<file path="src/rtl/instr_queue_pkg.sv">
// Shared types for the instruction queue: opcode encoding and queue mode.
package instr_queue_pkg;

    localparam int unsigned OPC_W = 4;

    typedef enum logic [OPC_W-1:0] {
        ZERO  = 4'd0,
        ADD   = 4'd1,
        SUB   = 4'd2,
        MUL   = 4'd3,
        LOAD  = 4'd4,
        STORE = 4'd5,
        JUMP  = 4'd6,
        NOP   = 4'd7
    } opcode_t;

    typedef enum logic {
        RAM  = 1'b0,
        FIFO = 1'b1
    } qmode_t;

endpackage

</file>
<file path="src/rtl/instr_queue_ctrl.sv">
// Queue control: FIFO pointers, occupancy count, sticky error flags and
// mode tracking with flush on mode change.
module instr_queue_ctrl
    import instr_queue_pkg::*;
#(
    parameter  int unsigned DEPTH = 16,
    localparam int unsigned PTR_W = $clog2(DEPTH)
) (
    input  logic             clk,
    input  logic             reset,
    input  qmode_t           mode_i,
    input  logic             load_en_i,
    input  logic             pop_i,
    input  logic             clr_err_i,
    output qmode_t           mode_q_o,
    output logic             flush_o,
    output logic             wr_acc_o,
    output logic             pop_acc_o,
    output logic [PTR_W-1:0] wr_ptr_o,
    output logic [PTR_W-1:0] rd_ptr_o,
    output logic [PTR_W:0]   count_o,
    output logic             full_o,
    output logic             empty_o,
    output logic             overflow_o,
    output logic             underflow_o
);

    logic [PTR_W-1:0] wr_ptr_q, wr_ptr_d, rd_ptr_q, rd_ptr_d;
    logic [PTR_W:0]   count_q, count_d;
    logic             ovf_q, ovf_d, unf_q, unf_d;
    logic             seen_q;
    qmode_t           mode_q;
    logic             flush, fifo_op, cnt_full, cnt_empty;
    logic             wr_acc, pop_acc, ovf_evt, unf_evt;

    assign cnt_full  = (count_q == (PTR_W+1)'(DEPTH));
    assign cnt_empty = (count_q == '0);

    // seen_q masks the first cycle after reset so the mode is captured without a flush
    always_comb begin
        flush    = seen_q && (mode_i != mode_q);
        fifo_op  = !flush && (mode_i == FIFO);
        wr_acc   = fifo_op && load_en_i && (!cnt_full || pop_i);
        pop_acc  = fifo_op && pop_i && !cnt_empty;
        ovf_evt  = fifo_op && load_en_i && cnt_full && !pop_i;
        unf_evt  = fifo_op && pop_i && cnt_empty;
        wr_ptr_d = wr_ptr_q;
        rd_ptr_d = rd_ptr_q;
        count_d  = count_q;
        if (flush) begin
            wr_ptr_d = '0;
            rd_ptr_d = '0;
            count_d  = '0;
        end else begin
            if (wr_acc)  wr_ptr_d = wr_ptr_q + PTR_W'(1);
            if (pop_acc) rd_ptr_d = rd_ptr_q + PTR_W'(1);
            count_d = count_q + (PTR_W+1)'(wr_acc) - (PTR_W+1)'(pop_acc);
        end
        ovf_d = ovf_evt || (ovf_q && !clr_err_i);
        unf_d = unf_evt || (unf_q && !clr_err_i);
    end

    always_ff @(posedge clk) begin
        if (reset) begin
            wr_ptr_q <= '0;
            rd_ptr_q <= '0;
            count_q  <= '0;
            ovf_q    <= 1'b0;
            unf_q    <= 1'b0;
            seen_q   <= 1'b0;
            mode_q   <= RAM;
        end else begin
            wr_ptr_q <= wr_ptr_d;
            rd_ptr_q <= rd_ptr_d;
            count_q  <= count_d;
            ovf_q    <= ovf_d;
            unf_q    <= unf_d;
            seen_q   <= 1'b1;
            mode_q   <= mode_i;
        end
    end

    assign mode_q_o    = mode_q;
    assign flush_o     = flush;
    assign wr_acc_o    = wr_acc;
    assign pop_acc_o   = pop_acc;
    assign wr_ptr_o    = wr_ptr_q;
    assign rd_ptr_o    = rd_ptr_q;
    assign count_o     = count_q;
    assign full_o      = (mode_q == FIFO) && cnt_full;
    assign empty_o     = (mode_q == RAM) || cnt_empty;
    assign overflow_o  = ovf_q;
    assign underflow_o = unf_q;

endmodule

</file>
<file path="src/rtl/instr_queue.sv">
// Instruction store usable as random-access RAM or as a FIFO, with a
// combinational read path. Optional parity: define INSTR_QUEUE_PARITY_EN.
module instr_queue
    import instr_queue_pkg::*;
#(
    parameter  int unsigned DEPTH    = 16,
    parameter  int unsigned OP_WIDTH = 4,
    localparam int unsigned PTR_W    = $clog2(DEPTH),
    localparam int unsigned WORD_W   = OPC_W + 2 * OP_WIDTH
) (
    input  logic                clk,
    input  logic                reset,
    input  logic                mode,
    input  logic                load_en,
    input  opcode_t             opcode,
    input  logic [OP_WIDTH-1:0] operand_a,
    input  logic [OP_WIDTH-1:0] operand_b,
    input  logic [PTR_W-1:0]    write_pointer,
    input  logic [PTR_W-1:0]    read_pointer,
    input  logic                pop,
    input  logic                clr_err,
    output logic [WORD_W-1:0]   instruction_word,
    output logic                valid,
    output logic                full,
    output logic                empty,
    output logic [PTR_W:0]      count,
    output logic                overflow,
    output logic                underflow,
    output logic                parity_err
);

    typedef struct packed {
        opcode_t             opc;
        logic [OP_WIDTH-1:0] op_a;
        logic [OP_WIDTH-1:0] op_b;
    } entry_t;

    entry_t             mem_q [DEPTH];
    entry_t             wdata;
    logic [DEPTH-1:0]   vld_q, vld_d;
    logic [PTR_W-1:0]   wr_ptr, rd_ptr, waddr, caddr, raddr;
    logic               we, clr;
    logic               flush, wr_acc, pop_acc;
    qmode_t             mode_q;

    instr_queue_ctrl #(.DEPTH(DEPTH)) u_ctrl (
        .clk         (clk),
        .reset       (reset),
        .mode_i      (qmode_t'(mode)),
        .load_en_i   (load_en),
        .pop_i       (pop),
        .clr_err_i   (clr_err),
        .mode_q_o    (mode_q),
        .flush_o     (flush),
        .wr_acc_o    (wr_acc),
        .pop_acc_o   (pop_acc),
        .wr_ptr_o    (wr_ptr),
        .rd_ptr_o    (rd_ptr),
        .count_o     (count),
        .full_o      (full),
        .empty_o     (empty),
        .overflow_o  (overflow),
        .underflow_o (underflow)
    );

    assign wdata = '{opc: opcode, op_a: operand_a, op_b: operand_b};

    // Write/invalidate selection; the write is applied last so it wins on a same-index clash
    always_comb begin
        we    = 1'b0;
        clr   = 1'b0;
        waddr = write_pointer;
        caddr = read_pointer;
        if (!flush) begin
            if (mode == FIFO) begin
                we    = wr_acc;
                clr   = pop_acc;
                waddr = wr_ptr;
                caddr = rd_ptr;
            end else begin
                we  = load_en;
                clr = pop;
            end
        end
        vld_d = vld_q;
        if (flush) begin
            vld_d = '0;
        end else begin
            if (clr) vld_d[caddr] = 1'b0;
            if (we)  vld_d[waddr] = 1'b1;
        end
    end

    always_ff @(posedge clk) begin
        if (reset) begin
            vld_q <= '0;
            for (int i = 0; i < DEPTH; i++) mem_q[i] <= '{opc: ZERO, op_a: '0, op_b: '0};
        end else begin
            vld_q <= vld_d;
            if (we) mem_q[waddr] <= wdata;
        end
    end

    assign raddr            = (mode_q == FIFO) ? rd_ptr : read_pointer;
    assign instruction_word = mem_q[raddr];
    assign valid            = (mode_q == FIFO) ? (count != '0) : vld_q[raddr];

`ifdef INSTR_QUEUE_PARITY_EN
    logic [DEPTH-1:0] par_q;

    always_ff @(posedge clk) begin
        if (reset) begin
            par_q <= '0;
        end else if (we) begin
            par_q[waddr] <= ^wdata;
        end
    end

    assign parity_err = valid && ((^mem_q[raddr]) != par_q[raddr]);
`else
    assign parity_err = 1'b0;
`endif

endmodule

</file>
<file path="config.mk">
export PLATFORM = sky130hd
export DESIGN_NAME = instr_queue
export DESIGN_NICKNAME = d
export VERILOG_FILES = /design/src/rtl/instr_queue_pkg.sv /design/src/rtl/instr_queue_ctrl.sv /design/src/rtl/instr_queue.sv
export SDC_FILE = /design/constraint.sdc
export NUM_CORES = 1
export LEC_CHECK = 0
export BUFFER_PORTS_ARGS = -buffer_cell sky130_fd_sc_hd__buf_2
export CAP_MARGIN = 20
export CORE_MARGIN = 3
export CORE_UTILIZATION = 55
export DETAILED_ROUTE_END_ITERATION = 10
export HOLD_SLACK_MARGIN = 0.15
export PLACE_DENSITY_LB_ADDON = 0.1
export SLEW_MARGIN = 20
export SYNTH_ARGS = -nofsm -noshare
export SYNTH_HDL_FRONTEND = slang
export SYNTH_HIERARCHICAL = 1
export SYNTH_SLANG_ARGS = --single-unit
</file>
<file path="constraint.sdc">
create_clock -name clk -period 3.9 [get_ports clk]
set_clock_uncertainty 0.2 [all_clocks]
set_input_delay 0.585 -clock clk [delete_from_list [all_inputs] [get_ports clk]]
set_output_delay 0.585 -clock clk [all_outputs]
set_load 0.005 [all_outputs]
</file>
==> results of run 1 <==
## state kept, by name, indices dropped and copies added (netlist names)
signal,cells
vld_q,16
u_ctrl/overflow_o,1
u_ctrl/mode_q_o,1
u_ctrl/count_o,5
mem_q,192
u_ctrl/underflow_o,1
u_ctrl/seen_q,1
u_ctrl/rd_ptr_o,4
u_ctrl/wr_ptr_o,4
## power by group through the flow
stage                     clock network, mW  registers (mW)  logic (mW)
after detailed placement                  0            2.81       0.742
after floorplan                           0            2.79       0.480
final                                  2.35            2.76       0.740
after CTS                              2.39            2.76       0.745
after global placement                    0            2.80       0.724
after global routing                   2.49            2.77       0.808
## synthesized netlist by cell type (all sizes together)
cell type and n:
mux2i 48, buf 17, or3 3, nor2b 2, nand3 19, edfxtp 192
nor3 16, nand4bb 1, xnor2 5, o32a 1, or2b 2, fa 1
a21oi 23, o31ai 16, a31o 4, o2111ai 1, o21ai 3, nand2 5
nand2b 19, nor2 18, nand4 2, and4b 1, inv 18, a21o 3
nor4 1, clkbuf 39, dfxtp 33, a31oi 8, nand3b 2, or4b 1
xor2 3, mux4 53, conb 1, or2 3, and2 193, ha 8
or3b 1, nor4b 4, mux2 5, nor4bb 6
## per-stage QoR
step                setup WS, ns   util  cells
finish                     0.246  0.652   1119
global placement           0.524  0.608   1074
CTS                       0.0122  0.652   1119
global route               0.112  0.652   1119
floorplan                  0.929      -    781
detailed placement         0.432  0.608   1074
## routing by layer
layer	up-vias	GRT usage	routed length, um
li1	3015	-	-
met1	3346	0.325	10400
met2	216	0.409	12900
met3	47	0.0494	1760
met4	2	0.0694	629
met5	-	0	13
## cell families (layout without fill, tap and decap cells)
group	count (synthesis)	count (layout)
other	1	1
adders and majority gates	9	9
buffers and inverters	74	152
muxes	106	106
AOI/OAI and AO/OA	59	59
DFF	225	225
and+or+nand+nor	299	299
xor gates and xnor gates	8	8
## final timing paths
path,to,cells after the start,start,slack [ns]
worst min register to register,u_ctrl/underflow_o,2,u_ctrl/underflow_o,0.27
worst min-delay path,u_ctrl/seen_q,2,reset,0.20
worst max register to register,mem_q[11][10],7,u_ctrl/mode_q_o,0.60
worst max-delay path,instruction_word[7],6,u_ctrl/mode_q_o,0.25
## worst reg2reg max path, stage by stage (launching register included)
cell and delay (ns):
dfxtp_2 0.50, xor2_1 0.17, and2_1 0.16, nand2b_1 0.38, buf_4 0.27, mux2i_1 0.42
nand3_1 0.22, nand2b_1 0.59
## placed cells by master (no fill, tap or decap), types with 5 or more instances in the layout
cell / n
buf_4: 41
inv_1: 18
nand2b_1: 19
clkinv_1: 7
and2_1: 193
nand3_1: 19
ha_1: 8
mux2i_1: 44
a31oi_1: 8
mux4_2: 53
nor3_1: 12
a21oi_1: 23
nor2_1: 18
mux2_2: 5
nor4bb_1: 6
dfxtp_1: 32
o31ai_1: 16
xnor2_1: 5
buf_2: 47
clkbuf_16: 25
edfxtp_1: 192
## cell type report
type / count / area (um^2) / share of cell area
clock inverters: 16 / 183 / 0.0147
well taps: 260 / 325 / 0.0261
inverters: 18 / 67.6 / 0.00543
multi-input cells: 482 / 4240 / 0.340
repair buffers: 90 / 573 / 0.0460
flip-flops and latches: 225 / 6430 / 0.516
clock buffers: 28 / 637 / 0.0512
## what timing repair did
action                                 CTS  global route
hold buffers                             1             0
resized for setup                        0             1
endpoints found under the hold margin    1             0
setup endpoints to repair                0            13
==> reports/metrics.yaml, run 1 <==
synthesis:
  synthMuxAreaShare: 0.159
  synth_nets: 816
  synth_top_family_by_area: "simple AND/OR/NAND/NOR gates"
  syn-instance-count: 781
  synth_top_cell_by_area: "edfxtp_1"
  ys_ff_latch: 225
  synth_area_um2: 10900
  seq_area_frac_synth: 0.588
  ys_types: 49
  synth-xor-area-share: 0.00641
  yosysTopAreaCellShare: 0.528
  yosys.area_share.simple: 0.170
  synth_compound_area_frac: 0.0361
  synth_warnings: 6
  ys_top_cells_by_area: "edfxtp_1, and2_1, mux4_2, dfxtp_1, mux2i_1"
  synthAdderAreaFrac: 0.0110
  syn_avg_cell_area_um2: 14.0
clocking:
  cts.sinks: 225
  clkTransAtPathRegs_ns: 0.06
  cts_made_buffers: 25
  cts_tree: "built"
  root_buffer: "clkbuf_16"
  h-tree-depth: 1
  cts_buffer_depth: 3
  clock_latency_ns: 0.52
  post_cts_buffers: 0
detailed_routing:
  wirelength_um: 25800
  dr.pass1.iters: 5
  drt_iter0_drc: 664
  vias_per_cell: 5.92
  vias: 6626
  wl_per_cell_um: 23.0
  route.antenna.remaining_nets: 0
  drc_errors: 0
power:
  power.net_switching_mw: 1.38
  ir_drop_mv: 0.394
  p_int_mw: 4.47
  finalPower_mw: 5.85
  p_per_area_nw_per_um2: 470
  pwr-share-seq: 0.471
  leakagePower_nw: 4.75
  sw_frac_of_total: 0.237
  clkPwrFrac: 0.402
  combPwrFrac: 0.127
worst_setup_path:
  cp_slowest_cell: "mux4_2"
  critical-path-top-delay-family: "multiplexers"
  arrival_ns: 2.87
  critical_path.max_stage_delay_ns: 0.65
  crit_chain: "mux2i_4 -> buf_4 -> mux4_2 -> mux2i_1 -> mux2i_1 -> buf_2"
  end_kind: "output pin"
  path_common_cell: "mux2i_1"
  crit_buf_inv: 2
  worstPathRequired_ns: 3.12
  start_kind: "flop"
  critPathKind: "flop to output pin"
  crit_fanout: 19
cells_and_area:
  layout-drive-gt1-share: 0.236
  nFillCells: 1385
  syn_to_final_growth_pct: 14.0
  nets: 877
  design_area_um2: 12400
  diodes: 0
sta:
  tns_ns: 0
  slew_violations: 0
  whs_ns: 0.197
  hold_viol_final: 0
  period_minus_slack_ns: 3.65
  rsz0062_at_grt: "false"
  timing.fmax_mhz: 274
  finalSetupViolations: 0
  slew_headroom: 0.303
  fin_crit_sh: 0.937
  tightestPinTransition_ns: 1.04
placement:
  dpl_cell_area_um2: 11600
  place_congestion: 0.885
  portBuffers: 47
  place_hpwl_um: 17500
grt:
  grt_pass1_vias: 6772
  grt_usage: 0.243
  grt_pass1_wl_um: 40200
  antenna_found_initial: 1
  grt_overflow_total: 0
  grt_max_degree: 31
outcome:
  status: "finished clean"
floorplan:
  rows: 50
  io_pins: 49
  die_y_um: 147
  start_util: 0.573
  core-area_um2: 19100
  die_w_um: 147
  die_area_um2: 21600
job:
  cap_violations: 0
hold_path:
  hp-class: "input port to flop"
Power figures use the tool's default switching activity.
==> run 2: changes to the inputs <==
--- a/config.mk
+++ b/config.mk
@@ -9,11 +9,12 @@
 export CAP_MARGIN = 20
 export CORE_MARGIN = 3
 export CORE_UTILIZATION = 55
+export CTS_CLUSTER_SIZE = 25
 export DETAILED_ROUTE_END_ITERATION = 10
 export HOLD_SLACK_MARGIN = 0.15
+export MAX_ROUTING_LAYER = met4
 export PLACE_DENSITY_LB_ADDON = 0.1
 export SLEW_MARGIN = 20
 export SYNTH_ARGS = -nofsm -noshare
 export SYNTH_HDL_FRONTEND = slang
-export SYNTH_HIERARCHICAL = 1
 export SYNTH_SLANG_ARGS = --single-unit
==> run 2 against run 1 <==
- worst setup slack better by 0.016 ns
- count of clock-buffer cells in the layout stayed put
- via count is 8.2% higher
- combinational power is 2% higher
- critical path depth stayed put
- cell count stayed put
- cell area is 1.9% lower
- clock power is 9.8% lower
- critical endpoint unchanged
==> reports/metrics.yaml, run 2 <==
synthesis:
  async_flop_share: 0  # unchanged
  syn_avg_cell_area_um2: 13.5  # -3.7%
  ys_types: 65  # +33%
  seq_area_frac_synth: 0.587  # -0.00168
  ys.flop_type: "edfxtp_1"
  synth_top_cell_by_area: "edfxtp_1"
  synth_warnings: 0  # -6
  ys_ff_latch: 225  # unchanged
  synth_nets: 847  # +3.8%
  netlist_top_cells_count: "edfxtp_1, and3_1, clkbuf_1, mux4_2, dfxtp_1"
  ys_top_cells_by_area: "edfxtp_1, mux4_2, and3_1, dfxtp_1, and2_1"
  yosysTopAreaCellShare: 0.526  # -0.00151
  synth_area_um2: 11000  # +0.29%
  syn-instance-count: 813  # +4.1%
  synth_edf_count: 192  # unchanged
  synth.most_common_cell: "edfxtp_1"
floorplan:
  die_y_um: 147  # +0.14%
  core-area_um2: 19100  # +0.33%
  rows: 50  # unchanged
  die_area_um2: 21600  # +0.27%
  io_pins: 49  # unchanged
  die_w_um: 147  # +0.14%
  start_util: 0.572  # about the same
clocking:
  h-tree-depth: 1  # unchanged
  cts_buffer_depth: 3  # unchanged
  cts_made_buffers: 24  # -4.0%
  post_cts_buffers: 0  # unchanged
  clkTransAtPathRegs_ns: 0.06  # about the same
  cts.sinks: 225  # unchanged
  cts_tree: "built"
  root_buffer: "clkbuf_16"
  clock_latency_ns: 0.52  # about the same
  cts_hold_buf: 0  # -1
grt:
  grt_pass1_wl_um: 43000  # +6.7%
  grt_usage: 0.263  # +0.0202
  grt_max_degree: 54  # +74%
  grt_overflow_total: 0  # unchanged
  antenna_found_initial: 0  # -1
  grt_pass1_vias: 7339  # +8.4%
cells_and_area:
  diodes: 0  # unchanged
  final_common_cell: "edfxtp_1"
  syn_to_final_growth_pct: 11.5
  finalNonFillerCells: 1119  # unchanged
  layout.area.seq_um2: 6430  # unchanged
  nFillCells: 1494  # +7.9%
  largest_reg_flops: 192  # unchanged
  design_area_um2: 12200  # -1.9%
  largest_register: "mem_q"
  final_cell_mix: "edfxtp_1, and3_1, mux4_2"
  multi_input_area_um2: 4180  # -1.4%
  nets: 875  # -0.23%
  layout-drive-gt1-share: 0.220  # -0.0163
worst_setup_path:
  worstReg2RegStart: "u_ctrl.seen_q"
  critPathKind: "flop to output pin"
  r2r_slack_ns: 0.57  # -0.03 ns
  worstPathRequired_ns: 3.12  # about the same
  arrival_ns: 2.85  # -0.02 ns
  timing.rr.end: "u_ctrl.count_o[4]"
  reg2reg_depth: 13  # +6
  end_kind: "output pin"
  crit_fanout: 41  # +22
  start_kind: "flop"
power:
  ir_drop_mv: 0.331  # -16%
  leakagePower_nw: 5.15  # +8.4%
  p_int_mw: 4.20  # -6.0%
  combPwrFrac: 0.134  # +0.007
  p_per_area_nw_per_um2: 461  # -1.9%
  clkPwrFrac: 0.377  # -0.025
  power.net_switching_mw: 1.43  # +3.3%
  pwr-share-seq: 0.490  # +0.019
  sw_frac_of_total: 0.254  # +0.0175
detailed_routing:
  wl_met1_um: 10900  # +4.5%
  wl_per_cell_um: 24.4  # +6.0%
  route.antenna.remaining_nets: 0  # unchanged
  wirelength_um: 27300  # +6.0%
  drc_errors: 0  # unchanged
  vias: 7167  # +8.2%
  wl_met3_um: 1880  # +7.2%
  drt_iter0_drc: 772  # +16%
  wl_met2_um: 13800  # +6.6%
  routed.top_layer: "met4"
  vias_per_cell: 6.40  # +8.2%
  dr.pass1.iters: 7  # +2
sta:
  timing.fmax_mhz: 275  # +0.45%
  hold_viol_final: 0  # unchanged
  rsz0062_at_grt: "false"
  slew_violations: 0  # unchanged
  fin_crit_sh: 0.933  # -0.00416
  layout_setup_ws_ns: 0.262  # +0.0162 ns
  slew_headroom: 0.320  # +0.0168
  period_minus_slack_ns: 3.64  # -0.0162 ns
  tightestPinTransition_ns: 1.02  # -0.0209 ns
  tns_ns: 0  # unchanged
  finalSetupViolations: 0  # unchanged
placement:
  place_hpwl_um: 17600  # +0.59%
  place_congestion: 0.929  # +4.9%
  dp_cells: 1075  # +0.093%
  preCtsSetupSlack_ns: 0.386  # -0.0466 ns
  portBuffers: 47  # unchanged
  dpl_cell_area_um2: 11500  # -1.0%
outcome:
  status: "finished clean"
hold_path:
  min_to: "u_ctrl.overflow_o"
  hold_depth: 4  # +2
  holdCritStartpoint: "clr_err"
  hp-class: "input port to flop"
job:
  cap_violations: 0  # unchanged
run 2: worst max-delay path, stage by stage (launching register included):
cell	delay (ns)
dfxtp_2	0.55
mux2i_4	0.34
buf_12	0.34
mux4_2	0.56
a22oi_1	0.25
nand2_1	0.12
buf_2	0.14
run 2: final cells by class:
type,count,area share
sequential,225,0.526
multi-input combinational,497,0.342
clock buffer,28,0.0504
timing repair buffer,80,0.0416
tap,260,0.0266
clock inverter,16,0.00932
inverter,13,0.00400
run 2: logic make-up after synthesis:
kind of cell               share of synthesized area
and+or+nand+nor                                0.175
DFF                                            0.587
AOI/OAI and AO/OA                             0.0701
buffers and inverters                         0.0367
muxes                                          0.114
xor gates and xnor gates                     0.00720
adders and majority gates                    0.00982
other                                       0.000342
run 2: how the worst max path moves through the flow:
| stage | cells past startpoint | from | endpoint |
|---|---|---|---|
| after global routing | 6 | u_ctrl.mode_q_o | instruction_word[7] |
| after detailed placement | 13 | u_ctrl.mode_q_o | u_ctrl.count_o[4] |
| after CTS | 6 | u_ctrl.mode_q_o | instruction_word[2] |
| final | 6 | u_ctrl.mode_q_o | instruction_word[7] |
| after global placement | 13 | u_ctrl.mode_q_o | u_ctrl.count_o[4] |
| after floorplan | 5 | mode | mem_q[2][0] |
run 2: metrics by stage:
step / hold WS [ns] / total power [mW] / util
after detailed placement: 0.266 / 3.56 / 0.600
after global placement: 0.242 / 3.54 / 0.600
after CTS: 0.177 / 5.66 / 0.638
final: 0.192 / 5.63 / 0.638
after global routing: 0.222 / 5.85 / 0.638
after floorplan: 0.226 / 3.28 / -
run 2: what timing repair did:
| action | CTS | global route |
|---|---|---|
| resized for setup | 1 | 0 |
| hold endpoints to repair | 0 | 0 |
| endpoints found under the setup margin | 2 | 0 |
run 2: routing by layer:
layer | vias to the layer above | GRT usage
li1 | 3208 | -
met1 | 3602 | 0.345
met2 | 302 | 0.433
met3 | 55 | 0.0401
met4 | 0 | 0.0778
met5 | - | -
run 2: power by group through the flow:
stage | registers (mW) | clock network (mW) | logic, mW
6_report | 2.76 | 2.12 | 0.752
5_1_grt | 2.77 | 2.26 | 0.819
2_1_floorplan | 2.79 | 0 | 0.485
4_1_cts | 2.76 | 2.14 | 0.756
3_3_place_gp | 2.80 | 0 | 0.739
3_5_place_dp | 2.81 | 0 | 0.752
==> run 3: changes to the inputs <==
--- a/config.mk
+++ b/config.mk
@@ -9,6 +9,7 @@
 export CAP_MARGIN = 20
 export CORE_MARGIN = 3
 export CORE_UTILIZATION = 55
+export CTS_BUF_LIST = sky130_fd_sc_hd__clkbuf_2 sky130_fd_sc_hd__clkbuf_4 sky130_fd_sc_hd__clkbuf_8
 export CTS_CLUSTER_SIZE = 25
 export DETAILED_ROUTE_END_ITERATION = 10
 export HOLD_SLACK_MARGIN = 0.15
@@ -17,4 +18,5 @@
 export SLEW_MARGIN = 20
 export SYNTH_ARGS = -nofsm -noshare
 export SYNTH_HDL_FRONTEND = slang
+export SYNTH_HIERARCHICAL = 1
 export SYNTH_SLANG_ARGS = --single-unit
==> run 3 against run 2 <==
- sequential cell count is the same
- wire length shrank 5.3%
- count of clock-buffer cells in the layout increased by 23
- cell count grew 2.5%
- critical endpoint is now valid
==> reports/metrics.yaml, run 3 (same netlist as run 1, synthesis figures left out) <==
cells_and_area:
  design_area_um2: 12400  # +1.3%
  multi_input_area_um2: 4240  # +1.6%
  syn_to_final_growth_pct: 13.3
  largest_reg_flops: 192  # unchanged
  final_common_cell: "and2_1"
  nets: 893  # +2.1%
  diodes: 0  # unchanged
  largest_register: "mem_q"
  nFillCells: 1452  # -2.8%
  final_cell_mix: "and2_1, edfxtp_1, mux4_2"
  layout.area.seq_um2: 6430  # unchanged
  final_core_util: 0.649  # +0.0107
  finalNonFillerCells: 1147  # +2.5%
  layout-drive-gt1-share: 0.259  # +0.0393
worst_setup_path:
  critical_path.max_stage_delay_ns: 0.58  # +0.02 ns
  end_kind: "output pin"
  worstPathRequired_ns: 3.12  # about the same
  start_kind: "flop"
  crit_fanout: 5  # -88%
  cp_slowest_cell: "mux4_2"
  r2r_slack_ns: 0.76  # +0.19 ns
  path_common_cell: "mux4_2"
  arrival_ns: 2.89  # +0.04 ns
  crit_chain: "mux2i_2 -> mux4_2 -> mux4_2 -> o32a_1 -> buf_2"
  critPathKind: "flop to output pin"
grt:
  grt_pass1_wl_um: 40200  # -6.5%
  grt_usage: 0.253  # -0.0104
  grt_max_degree: 37  # -31%
  grt_pass1_vias: 6865  # -6.5%
  antenna_found_initial: 0  # unchanged
  grt_overflow_total: 0  # unchanged
sta:
  timing.fmax_mhz: 272  # -1.0%
  slew_headroom: 0.487  # +0.167
  rsz0062_at_grt: "false"
  slew_violations: 0  # unchanged
  layout_setup_ws_ns: 0.225  # -0.0367 ns
  whs_ns: 0.188  # -0.00384 ns
  finalSetupViolations: 0  # unchanged
  hold_viol_final: 0  # unchanged
  fin_crit_sh: 0.942  # +0.00941
  tightestPinTransition_ns: 0.765  # -0.251 ns
  tns_ns: 0  # unchanged
  period_minus_slack_ns: 3.67  # +0.0367 ns
detailed_routing:
  wirelength_um: 25900  # -5.3%
  drc_errors: 0  # unchanged
  dr.pass1.iters: 5  # -2
  vias_per_cell: 5.75  # -10%
  wl_per_cell_um: 22.6  # -7.6%
  route.antenna.remaining_nets: 0  # unchanged
  vias: 6600  # -7.9%
  drt_iter0_drc: 621  # -20%
clocking:
  cts_tree: "built"
  h-tree-depth: 2  # +1
  clock_latency_ns: 0.53  # about the same
  root_buffer: "clkbuf_8"
  clkTransAtPathRegs_ns: 0.05  # about the same
  cts_buffer_depth: 3  # unchanged
  cts.sinks: 225  # unchanged
  cts_made_buffers: 38  # +58%
outcome:
  status: "finished clean"
job:
  cap_violations: 0  # unchanged
floorplan:
  start_util: 0.573  # about the same
  rows: 50  # unchanged
  core-area_um2: 19100  # -0.33%
  die_y_um: 147  # -0.14%
  io_pins: 49  # unchanged
  die_area_um2: 21600  # -0.27%
  die_w_um: 147  # -0.14%
power:
  finalPower_mw: 5.47  # -2.8%
  sw_frac_of_total: 0.252  # -0.00221
  pwr-share-seq: 0.504  # +0.014
  leakagePower_nw: 4.76  # -7.6%
  clkPwrFrac: 0.360  # -0.017
  p_int_mw: 4.09  # -2.5%
  power.net_switching_mw: 1.38  # -3.7%
  p_per_area_nw_per_um2: 442  # -4.1%
  ir_drop_mv: 0.392  # +18%
  combPwrFrac: 0.136  # +0.002
placement:
  dp_cells: 1076  # +0.093%
  preCtsSetupSlack_ns: 0.524  # +0.138 ns
  place_hpwl_um: 17500  # -0.42%
  dpl_cell_area_um2: 11600  # +1.4%
  portBuffers: 47  # unchanged
  place_congestion: 0.857  # -7.7%
hold_path:
  hp-class: "input port to flop"
run 3: power by group through the flow:
stage	registers, mW	logic [mW]	clock network [mW]
after floorplan	2.79	0.480	0
after global placement	2.80	0.730	0
after detailed placement	2.81	0.746	0
after CTS	2.76	0.749	2.01
after global routing	2.77	0.811	2.13
final	2.76	0.743	1.97
run 3: area by class of cell:
class	count	share of cell area
Sequential cell	225	0.519
Multi-Input combinational cell	482	0.343
Clock buffer	51	0.0511
Timing Repair Buffer	93	0.0489
Tap cell	260	0.0263
Clock inverter	18	0.00627
Inverter	18	0.00546
run 3: timing repair:
action | 4_1_cts | 5_1_grt
hold endpoints to repair | 2 | 0
resized for setup | 0 | 1
setup buffers | 0 | 0
setup endpoints to repair | 0 | 2
hold buffers | 1 | 0
run 3: metal layers:
metal  up-vias  global-route usage  routed length [um]
met2       195               0.405               12700
met5         -                   -                   0
li1       3049                   -                   -
met3        52              0.0404                1760
met4         0              0.0811                 690
met1      3304               0.337               10800
run 3: path summary, 6_finish.rpt:
kind | start | end | cells past startpoint
min reg2reg | u_ctrl/overflow_o | u_ctrl/overflow_o | 2
min | load_en | u_ctrl/overflow_o | 3
max reg2reg | u_ctrl/count_o[2] | u_ctrl/count_o[4] | 12
max | u_ctrl/mode_q_o | valid | 5
run 3: worst max-delay path, delay by kind of cell (launching register included):
kind | cells | cell delay, ns
mux | 3 | 1.59
flops | 1 | 0.46
compound gates | 1 | 0.18
buf+inv | 1 | 0.13
